### config.mk
export PLATFORM = sky130hd
export DESIGN_NAME = alu_multibyte_seq
export DESIGN_NICKNAME = d
export VERILOG_FILES = /design/src/rtl/alu_multibyte_seq_pkg.sv /design/src/rtl/alu_multibyte_seq_alu.sv /design/src/rtl/alu_multibyte_seq.sv
export SDC_FILE = /design/constraint.sdc
export NUM_CORES = 1
export LEC_CHECK = 0
export CAP_MARGIN = 5
export CORE_MARGIN = 2
export CORE_UTILIZATION = 55
export DETAILED_ROUTE_END_ITERATION = 10
export HOLD_SLACK_MARGIN = 0.06
export PLACE_DENSITY = 0.83
export SKIP_CTS_REPAIR_TIMING = 1
export SYNTH_ARGS = -nofsm -noshare
export SYNTH_HDL_FRONTEND = slang
export SYNTH_SLANG_ARGS = --single-unit
### constraint.sdc
create_clock -name CLK -period 6.7 [get_ports CLK]
set_clock_uncertainty 0.15 [all_clocks]
set_input_delay 1.005 -clock CLK [delete_from_list [all_inputs] [get_ports CLK]]
set_output_delay 1.005 -clock CLK [all_outputs]
set_load 0.1 [all_outputs]
### src/rtl/alu_multibyte_seq_pkg.sv
// Shared op codes, sequencer states and ALU program-counter gate values
// for the multi-byte ALU sequencer.
package alu_multibyte_seq_pkg;

   typedef enum logic [3:0] {
      kADD  = 4'd0,
      kSUB  = 4'd1,
      kLSH  = 4'd2,
      kLSHC = 4'd3,
      kADDi = 4'd4,
      kcmp  = 4'd5
   } op_mne_t;

   typedef enum logic [1:0] {
      IDLE = 2'd0,
      RUN  = 2'd1,
      DONE = 2'd2
   } seq_state_t;

   localparam logic [12:0] ALU_PC_RUN  = 13'd1;
   localparam logic [12:0] ALU_PC_IDLE = 13'd0;

   // kLSHC is an ALU-internal op; the sequencer only accepts whole-word ops
   function automatic logic op_legal(input logic [3:0] op);
      return (op == kADD) || (op == kSUB) || (op == kLSH) ||
             (op == kADDi) || (op == kcmp);
   endfunction

endpackage

### src/rtl/alu_multibyte_seq_alu.sv
// 8-bit combinational ALU; outputs are forced to zero while PC is 0 so the
// block idles whenever the sequencer is not running.
module alu_multibyte_seq_alu (
   input  logic [3:0]  OP,
   input  logic [7:0]  INPUTA,
   input  logic [7:0]  INPUTB,
   input  logic [4:0]  INPUTC,
   input  logic        SC_IN,
   input  logic [12:0] PC,
   output logic [7:0]  OUT,
   output logic        SC_OUT,
   output logic        BEQ,
   output logic        BGT
);
   import alu_multibyte_seq_pkg::*;

   logic [8:0] sum;
   logic       cin;

   always_comb begin
      OUT    = '0;
      SC_OUT = 1'b0;
      BEQ    = 1'b0;
      BGT    = 1'b0;
      sum    = '0;
      cin    = 1'b0;
      if (PC != 13'd0) begin
         case (OP)
            kADD: begin
               cin    = INPUTC[0] ? SC_IN : 1'b0;
               sum    = {1'b0, INPUTA} + {1'b0, INPUTB} + {8'd0, cin};
               OUT    = sum[7:0];
               SC_OUT = sum[8];
            end
            kSUB: begin
               // default carry of 1 makes A + ~B + 1 a plain subtract
               cin    = INPUTC[0] ? SC_IN : 1'b1;
               sum    = {1'b0, INPUTA} + {1'b0, ~INPUTB} + {8'd0, cin};
               OUT    = sum[7:0];
               SC_OUT = sum[8];
            end
            kLSH: begin
               OUT    = {INPUTA[6:0], 1'b0};
               SC_OUT = INPUTA[7];
            end
            kLSHC: begin
               OUT    = {INPUTA[6:0], SC_IN};
               SC_OUT = INPUTA[7];
            end
            kADDi: begin
               sum    = {1'b0, INPUTA} + {4'd0, INPUTC};
               OUT    = sum[7:0];
               SC_OUT = sum[8];
            end
            kcmp: begin
               BEQ = (INPUTA == INPUTB);
               BGT = (INPUTA > INPUTB);
            end
            default: ;
         endcase
      end
   end

endmodule

### src/rtl/alu_multibyte_seq.sv
// Runs the 8-bit ALU over NBYTES-wide operands one byte per clock, chaining
// carry through a register; compare walks MS byte first with early exit.
module alu_multibyte_seq #(
   parameter int NBYTES = 4
) (
   input  logic                CLK,
   input  logic                RESET,
   input  logic                START,
   input  logic [3:0]          OP,
   input  logic [8*NBYTES-1:0] A,
   input  logic [8*NBYTES-1:0] B,
   input  logic [4:0]          IMM,
   input  logic                USE_CIN,
   input  logic                CIN,
   output logic                BUSY,
   output logic                DONE,
   output logic [8*NBYTES-1:0] RESULT,
   output logic                COUT,
   output logic                EQ,
   output logic                GT,
   output logic                ERR
);
   import alu_multibyte_seq_pkg::*;

   localparam int W     = 8 * NBYTES;
   localparam int IDX_W = $clog2(NBYTES);
   localparam logic [IDX_W-1:0] LAST = IDX_W'(NBYTES - 1);

   seq_state_t       state, state_nxt;
   logic [IDX_W-1:0] idx;
   logic             carry;
   logic [W-1:0]     a_q, b_q, res_nxt;
   logic [3:0]       op_q;
   logic [4:0]       imm_q;
   logic             use_cin_q, cin_q;
   logic             start_acc, first, finish;

   logic [3:0]       alu_op;
   logic [7:0]       alu_a, alu_b, alu_out;
   logic [4:0]       alu_c;
   logic             alu_sc_in, alu_sc_out, alu_beq, alu_bgt;
   logic [12:0]      alu_pc;

   assign start_acc = START && (state != RUN);
   assign first     = (idx == '0);
   assign finish    = (op_q == kcmp) ? (!alu_beq || first) : (idx == LAST);

   always_ff @(posedge CLK or posedge RESET) begin
      if (RESET) state <= IDLE;
      else       state <= state_nxt;
   end

   always_comb begin
      state_nxt = state;
      case (state)
         IDLE:
            if (START) state_nxt = op_legal(OP) ? RUN : alu_multibyte_seq_pkg::DONE;
         RUN:
            if (finish) state_nxt = alu_multibyte_seq_pkg::DONE;
         alu_multibyte_seq_pkg::DONE:
            if (START) state_nxt = op_legal(OP) ? RUN : alu_multibyte_seq_pkg::DONE;
            else       state_nxt = IDLE;
         default: state_nxt = IDLE;
      endcase
   end

   always_comb begin
      BUSY   = (state == RUN);
      DONE   = (state == alu_multibyte_seq_pkg::DONE);
      alu_pc = (state == RUN) ? ALU_PC_RUN : ALU_PC_IDLE;
   end

   // per-op steering of the ALU ports for the current byte
   always_comb begin
      alu_op    = op_q;
      alu_a     = a_q[8*idx +: 8];
      alu_b     = b_q[8*idx +: 8];
      alu_c     = 5'd1;
      alu_sc_in = first ? cin_q : carry;
      case (op_q)
         kADD, kSUB:
            if (first) alu_c = {4'd0, use_cin_q};
         kLSH: begin
            alu_b  = 8'd0;
            alu_op = (first && !use_cin_q) ? kLSH : kLSHC;
         end
         kADDi: begin
            alu_b = 8'd0;
            if (first) begin
               alu_op = kADDi;
               alu_c  = imm_q;
            end else begin
               alu_op = kADD;
            end
         end
         default: ;
      endcase
   end

   always_comb begin
      res_nxt = RESULT;
      res_nxt[8*idx +: 8] = alu_out;
   end

   alu_multibyte_seq_alu u_alu (
      .OP     (alu_op),
      .INPUTA (alu_a),
      .INPUTB (alu_b),
      .INPUTC (alu_c),
      .SC_IN  (alu_sc_in),
      .PC     (alu_pc),
      .OUT    (alu_out),
      .SC_OUT (alu_sc_out),
      .BEQ    (alu_beq),
      .BGT    (alu_bgt)
   );

   always_ff @(posedge CLK or posedge RESET) begin
      if (RESET) begin
         idx       <= '0;
         carry     <= 1'b0;
         a_q       <= '0;
         b_q       <= '0;
         op_q      <= kADD;
         imm_q     <= '0;
         use_cin_q <= 1'b0;
         cin_q     <= 1'b0;
         RESULT    <= '0;
         COUT      <= 1'b0;
         EQ        <= 1'b0;
         GT        <= 1'b0;
         ERR       <= 1'b0;
      end else if (start_acc) begin
         a_q       <= A;
         b_q       <= B;
         op_q      <= OP;
         imm_q     <= IMM;
         use_cin_q <= USE_CIN;
         cin_q     <= CIN;
         idx       <= (OP == kcmp) ? LAST : '0;
         carry     <= 1'b0;
         RESULT    <= '0;
         COUT      <= 1'b0;
         EQ        <= 1'b0;
         GT        <= 1'b0;
         ERR       <= !op_legal(OP);
      end else if (state == RUN) begin
         if (op_q == kcmp) begin
            if (!alu_beq) begin
               GT <= alu_bgt;
               EQ <= 1'b0;
            end else if (first) begin
               EQ <= 1'b1;
               GT <= 1'b0;
            end else begin
               idx <= idx - 1'b1;
            end
         end else begin
            RESULT <= res_nxt;
            carry  <= alu_sc_out;
            if (idx == LAST) begin
               COUT <= alu_sc_out;
               EQ   <= (res_nxt == '0);
            end else begin
               idx <= idx + 1'b1;
            end
         end
      end
   end

endmodule
**Word level (Yosys, flattened, before mapping)**

Cells that the tools add are included.

- Shifts and indexed selects: 4
- Reduce and logical (&&, ||, !) cells: 30
- Equality and inequality tests: 26
- Muxes and demuxes: 54
- Add/sub/neg operators: 8
- Bitwise gates (word level): 1
- $lt $le $gt $ge: 1

Operator list:

| kind | number |
|---|---|
| $mux W32 | 3 |
| $shiftx A32 B6 Y8 | 2 |
| $pmux W8 S5 | 1 |
| $neg A5 Y34 | 1 |
| $shift A8 B34 Y32 const A | 1 |
| $shiftx A8 B34 Y32 | 1 |
| $bwmux W32 | 1 |
| $logic_not A32 Y1 | 1 |
| $mux W1 | 30 |
| $eq A4 B3 Y1 const B | 6 |
| $mux W2 | 11 |
| $add A8 B8 Y9 | 2 |
| $add A9 B1 Y9 | 2 |
| $eq A4 B2 Y1 const B | 4 |
| $mux W8 | 2 |
| $reduce_bool A13 Y1 | 1 |
| $eq A4 B1 Y1 const B | 3 |
| $logic_not A4 Y1 | 3 |
| $ne A3 B3 Y1 const B | 4 |
| $pmux W5 S2 | 1 |
| $add A8 B5 Y9 | 1 |
| $reduce_and A3 Y1 | 3 |
| $eq A8 B8 Y1 | 1 |
| $gt A8 B8 Y1 | 1 |
| other kinds (22) | 38 |

- Word-level logic and storage cells: 138
- Output and inout port bits: 38
- Register bits: 116
- Bits of input ports: 78

**Logic depth before layout (Yosys ltp)**

- Depth after elaboration: 15
- Mapped depth: 18
- Gate-level depth less buffers: 16

**Hierarchy**

A second synthesis with hierarchy kept.

- Cell total of the unflattened synthesis: 750
- Area total of the unflattened synthesis: 6977.9 µm²

By module, submodules not included:

| module | times used | sequential area each (µm²) | area an instance (µm²) | cells an instance |
|---|---|---|---|---|
| alu_multibyte_seq | 1 | 2902.8 | 5450.2 | 545 |
| alu_multibyte_seq_alu | 1 | 0.0 | 1527.7 | 205 |

**Least setup slack after synthesis**

Ideal clock, no wire load.

- Kind: register to register
- From: register idx[0]
- To: register EQ
- Library setup time: 0.092 ns
- Stages on the path, launching flop included: 17
- Data required time: 6.458 ns
- Arrival time: 4.201 ns
- Slack: 2.257 ns
- Cell sequence: dfrtp_1 -> buf_2 -> buf_6 -> clkbuf_1 -> buf_2 -> mux2i_1 -> nand2_1 -> o211ai_1 -> fa_1 -> fa_1 -> or3_4 -> and3_4 -> a221o_1 -> a221oi_2 -> and4b_1 -> a31oi_1 -> o31ai_2

- Longest elaborated chain between the ends: 14
- Elaborated cells between the ends (all ways): 45
- Those cells by class: 6 x add/sub; 8 x eq/ne; 4 x shift; 20 x mux; 1 x bitwise; 6 x reduce/logical

Ends and longest elaborated chain:

| element | line | source |
|---|---|---|
| start, declared | alu_multibyte_seq.sv:30 | `logic [IDX_W-1:0] idx;` |
| start signal, assigned | alu_multibyte_seq.sv:140 | `idx <= (OP == kcmp) ? LAST : '0;` |
| start signal, assigned | alu_multibyte_seq.sv:156 | `idx <= idx - 1'b1;` |
| start signal, assigned | alu_multibyte_seq.sv:165 | `idx <= idx + 1'b1;` |
| $shiftx A32 B6 Y8 or $logic_not A2 Y1 (tied branches) | alu_multibyte_seq.sv:77, alu_multibyte_seq.sv:45 |  |
| $mux W8 (tied with other cells) | alu_multibyte_seq.sv:80 | `case (op_q)` |
| $not A8 Y8 (tied with other cells) | alu_multibyte_seq_alu.sv:38 | `sum = {1'b0, INPUTA} + {1'b0, ~INPUTB} + {8'd0, cin};` |
| $add A8 B8 Y9 (tied with other cells) | alu_multibyte_seq_alu.sv:38 |  |
| $add A9 B1 Y9 (tied with other cells) | alu_multibyte_seq_alu.sv:38 |  |
| $pmux W8 S5 | alu_multibyte_seq_alu.sv:28 | `case (OP)` |
| $mux W8 | alu_multibyte_seq_alu.sv:27 | `if (PC != 13'd0) begin` |
| $shiftx A8 B34 Y32 | alu_multibyte_seq.sv:102 | `res_nxt[8*idx +: 8] = alu_out;` |
| $bwmux W32 | alu_multibyte_seq.sv:102 |  |
| $logic_not A32 Y1 | alu_multibyte_seq.sv:163 | `EQ <= (res_nxt == '0);` |
| $mux W1 | alu_multibyte_seq.sv:161 | `if (idx == LAST) begin` |
| $mux W1 | alu_multibyte_seq.sv:148 | `if (op_q == kcmp) begin` |
| $mux W1 | alu_multibyte_seq.sv:147 | `end else if (state == RUN) begin` |
| $mux W1 | alu_multibyte_seq.sv:133 | `end else if (start_acc) begin` |
| end signal, assigned | alu_multibyte_seq.sv:163 |  |
| end, declared | alu_multibyte_seq.sv:19 | `output logic EQ,` |

Several ways; a longest one is shown, not always the timed one. The select of a mux whose other input is x is not followed.
A chain may end at the register's enable or synchronous reset.

**Final worst setup path**

- From: register idx[1]
- To: register EQ

The elaborated chain is that of the path after synthesis.

==> run summary <==
• 113 um — die height
• 30800 um — first-pass GRT wire length
• built — CTS tree
• 6880 ps — endpoint required time on the critical path
• idx[1] — CP startpoint
• false — RSZ-0062 raised after global routing
• 6151 — number of global-route vias before repair
• 0 — max-capacitance violation count
• 0 — ANT cells
• 837 — # fillers
• 12900 um2 — Die Outline Area
• 753 — Cells after Synth
• 31 — largest fanout on the critical path
• flip-flop — Worst Setup Start Kind
• imm_q[1] — startpoint of the lowest-slack hold path
• 8.52% — fraction of final layout cells sized beyond drive strength 1
• 17 — number of buffers inserted during clock tree synthesis
• 8420 um2 — final cell area excluding filler cells
• 863 — number of nets produced by synthesis
• 3430 um2 — total area of multi-input combinational cells
• 0 ps — Setup Total Neg Slack
• 0 — post-route antenna net violation count
• 18800 um — total wire length
• 966 — net count of the finished layout
• 57.0% — Starting Density
• 11600 um2 — CORE AREA
• 115 — quantity of I/O buffers inserted on ports
• 116 — number of flip-flops and latches in the synthesized netlist
• 430 ps — later-pin clock latency in the skew report
• 7810 um2 — placed cell area
• 0 — number of antenna violations at the first check in global routing
• 31.2% — Rel. slew slack
• 2900 um2 — area of all sequential standard cells
• dfrtp_1 — Top FF cell, synth
• 116 — Ports
• 72.8% — final core area utilization
• 5985 — number of vias in the routed layout
• 50 ps — clock slew seen by the registers of the worst setup and hold paths
• 0 — EDFF count, synth
• complete, no violations — run status
• 1030 ps — Worst-Margin Slew
• 204 MHz — Fmax
• 100% — FFs w/ async S/R, synth
• 13400 um — DPL Wire Length
• 0.902 — Final GP Congestion
• clkbuf_16 — Root Buffer
• 0 — count of warnings emitted by yosys
• reg2reg — worst min-delay path class
• 0.00392 uW — Pleak
• 6590 um2 — netlist area before placement
• flip-flop — nature of the critical path endpoint
• reg2reg — kind of critical path
• 633 — number of violations reported at the end of detailed-routing iteration 0
• 0 — DRC viols
• 17 — r2r worst-path depth
• 6 — First-pass DRT Iterations
• 5070 ps — CP Data Arrival Time
• 5.91 — number of vias per cell after detailed routing
• 73.1% — Final period util
• 73 — number of library cell types mapped by synthesis
• 0 — # setup viols final
• 44.0% — portion of the post-synthesis area used by sequential elements
• 85 — largest net degree at the start of global routing
• 39 — number of rows in the core area
• 0 — total grt overflow
• 0.000338 V — peak supply drop
• 0 — number of max-slew violations in the final report
• 4 — H-Tree Depth
• idx[1] — origin of the critical flop-to-flop path
• 2 — maximum clock path buffer count
• 8.76 um2 — Avg Inst Size Synth
• 0 — final hold viol count
• 116 — Clock Sinks
• 2 — number of instances on the worst hold path
• 113 um — Die X-Extent
• 4900 ps — minimum clock period
• 27.7% — layout overhead on the synthesized area
• 18.5 um — routed len/inst
• 537 nW/um2 — pwr dens
• 30.8% — Overall Global Routing Usage
layer usage:
metal	wire length [um]	track usage (%)
met1	7750	38.8
met2	9400	51.5
met3	1040	5.42
met4	565	15.2
met5	0	0
layout by cell type (no fill, tap or decap), types with 7 or more instances in the layout:
cell type / n
mux2i_1: 12
nand2b_1: 7
mux4_2: 7
mux2_2: 9
nand2_1: 285
o21ai_0: 46
a21oi_1: 21
clkbuf_16: 17
nor2_1: 12
clkdlybuf4s50_1: 115
dfrtp_1: 116
ha_1: 27
o211ai_1: 12
a31oi_1: 7
inv_1: 25
nor4_1: 7
state kept, by name (all words and copies together) (netlist names):
| signal | cells |
|---|---|
| GT | 1 |
| imm_q | 5 |
| b_q | 32 |
| a_q | 32 |
| carry | 1 |
| cin_q | 1 |
| RESULT | 32 |
| use_cin_q | 1 |
| COUT | 1 |
| EQ | 1 |
| ERR | 1 |
| idx | 2 |
| op_q | 4 |
| state | 2 |
cells in the mapped netlist, types with 3 or more instances:
| cell | n | area, um2 |
|---|---|---|
| a21o_1 | 6 | 45.0 |
| a21oi_1 | 21 | 105 |
| a221o_1 | 3 | 30.0 |
| a31oi_1 | 7 | 43.8 |
| and2_1 | 6 | 37.5 |
| and3_1 | 4 | 25.0 |
| buf_1 | 4 | 15.0 |
| buf_2 | 7 | 35.0 |
| clkbuf_1 | 24 | 90.1 |
| dfrtp_1 | 116 | 2900 |
| fa_1 | 5 | 100 |
| ha_1 | 27 | 338 |
| inv_1 | 26 | 97.6 |
| mux2_2 | 9 | 101 |
| mux2i_1 | 12 | 120 |
| mux4_2 | 7 | 158 |
| nand2_1 | 286 | 1070 |
| nand2b_1 | 7 | 43.8 |
| nand3_1 | 5 | 25.0 |
| nand4_1 | 6 | 37.5 |
| nor2_1 | 12 | 45.0 |
| nor2b_1 | 3 | 18.8 |
| nor3_1 | 6 | 30.0 |
| nor4_1 | 7 | 43.8 |
| o211ai_1 | 12 | 90.1 |
| o21a_1 | 5 | 37.5 |
| o21ai_0 | 46 | 230 |
| o21bai_1 | 4 | 30.0 |
| o221ai_1 | 3 | 26.3 |
| o22ai_1 | 4 | 25.0 |
| o31ai_1 | 5 | 37.5 |
| or3_1 | 4 | 25.0 |
| xnor2_1 | 4 | 35.0 |
| xor2_1 | 4 | 35.0 |
where the power goes:
group | internal [uW] | switching, uW
Combinational | 920 | 1630
Clock | 601 | 332
Sequential | 895 | 147
critical path, cell delays in order (launching register included):
cell and delay [ps]:
dfrtp_1 320, buf_4 340, inv_1 190, ha_1 330
and2_1 260, nand2_1 140, nor2_1 60, a31oi_1 250
nand2b_1 110, fa_1 420, fa_1 450, or3_4 350
and3_4 180, a221o_1 350, a221oi_2 350, and4b_1 240
a31oi_1 100, o31ai_2 220
worst paths after layout:
path                        endpoint  slack [ps]
setup reg to reg                  EQ        1800
setup / recovery                  EQ        1800
hold reg to reg             imm_q[1]         320
max in group asynchronous    b_q[31]        4290
hold / removal              imm_q[1]         320
min in group asynchronous  RESULT[0]         870
cell families after synthesis:
family                     count (synthesis)  synth area share (%)
AOI/OAI and AO/OA                        141                  14.5
xor gates and xnor gates                   8                  1.06
muxes                                     29                  5.92
adders and majority gates                 32                  6.64
and+or+nand+nor                          363                  23.8
buffers and inverters                     64                  4.00
DFF                                      116                  44.0
cell type report:
type | instances | area share (%)
multi-input cells | 573 | 40.7
flip-flops and latches | 116 | 34.5
repair buffers | 121 | 14.2
clock buffers | 19 | 5.38
well taps | 143 | 2.12
clock inverters | 13 | 1.86
inverters | 27 | 1.23
stage by stage:
step	worst slack (ps)	power [uW]	std cells	hold WS, ps
after CTS	1850	4500	1012	320
after floorplan	2260	2870	753	287
after global routing	1530	4820	1012	348
final	1800	4520	1012	316
after global placement	2050	3480	980	304
after detailed placement	1880	3540	980	306
Note: power is estimated with default switching activity, not from simulation.
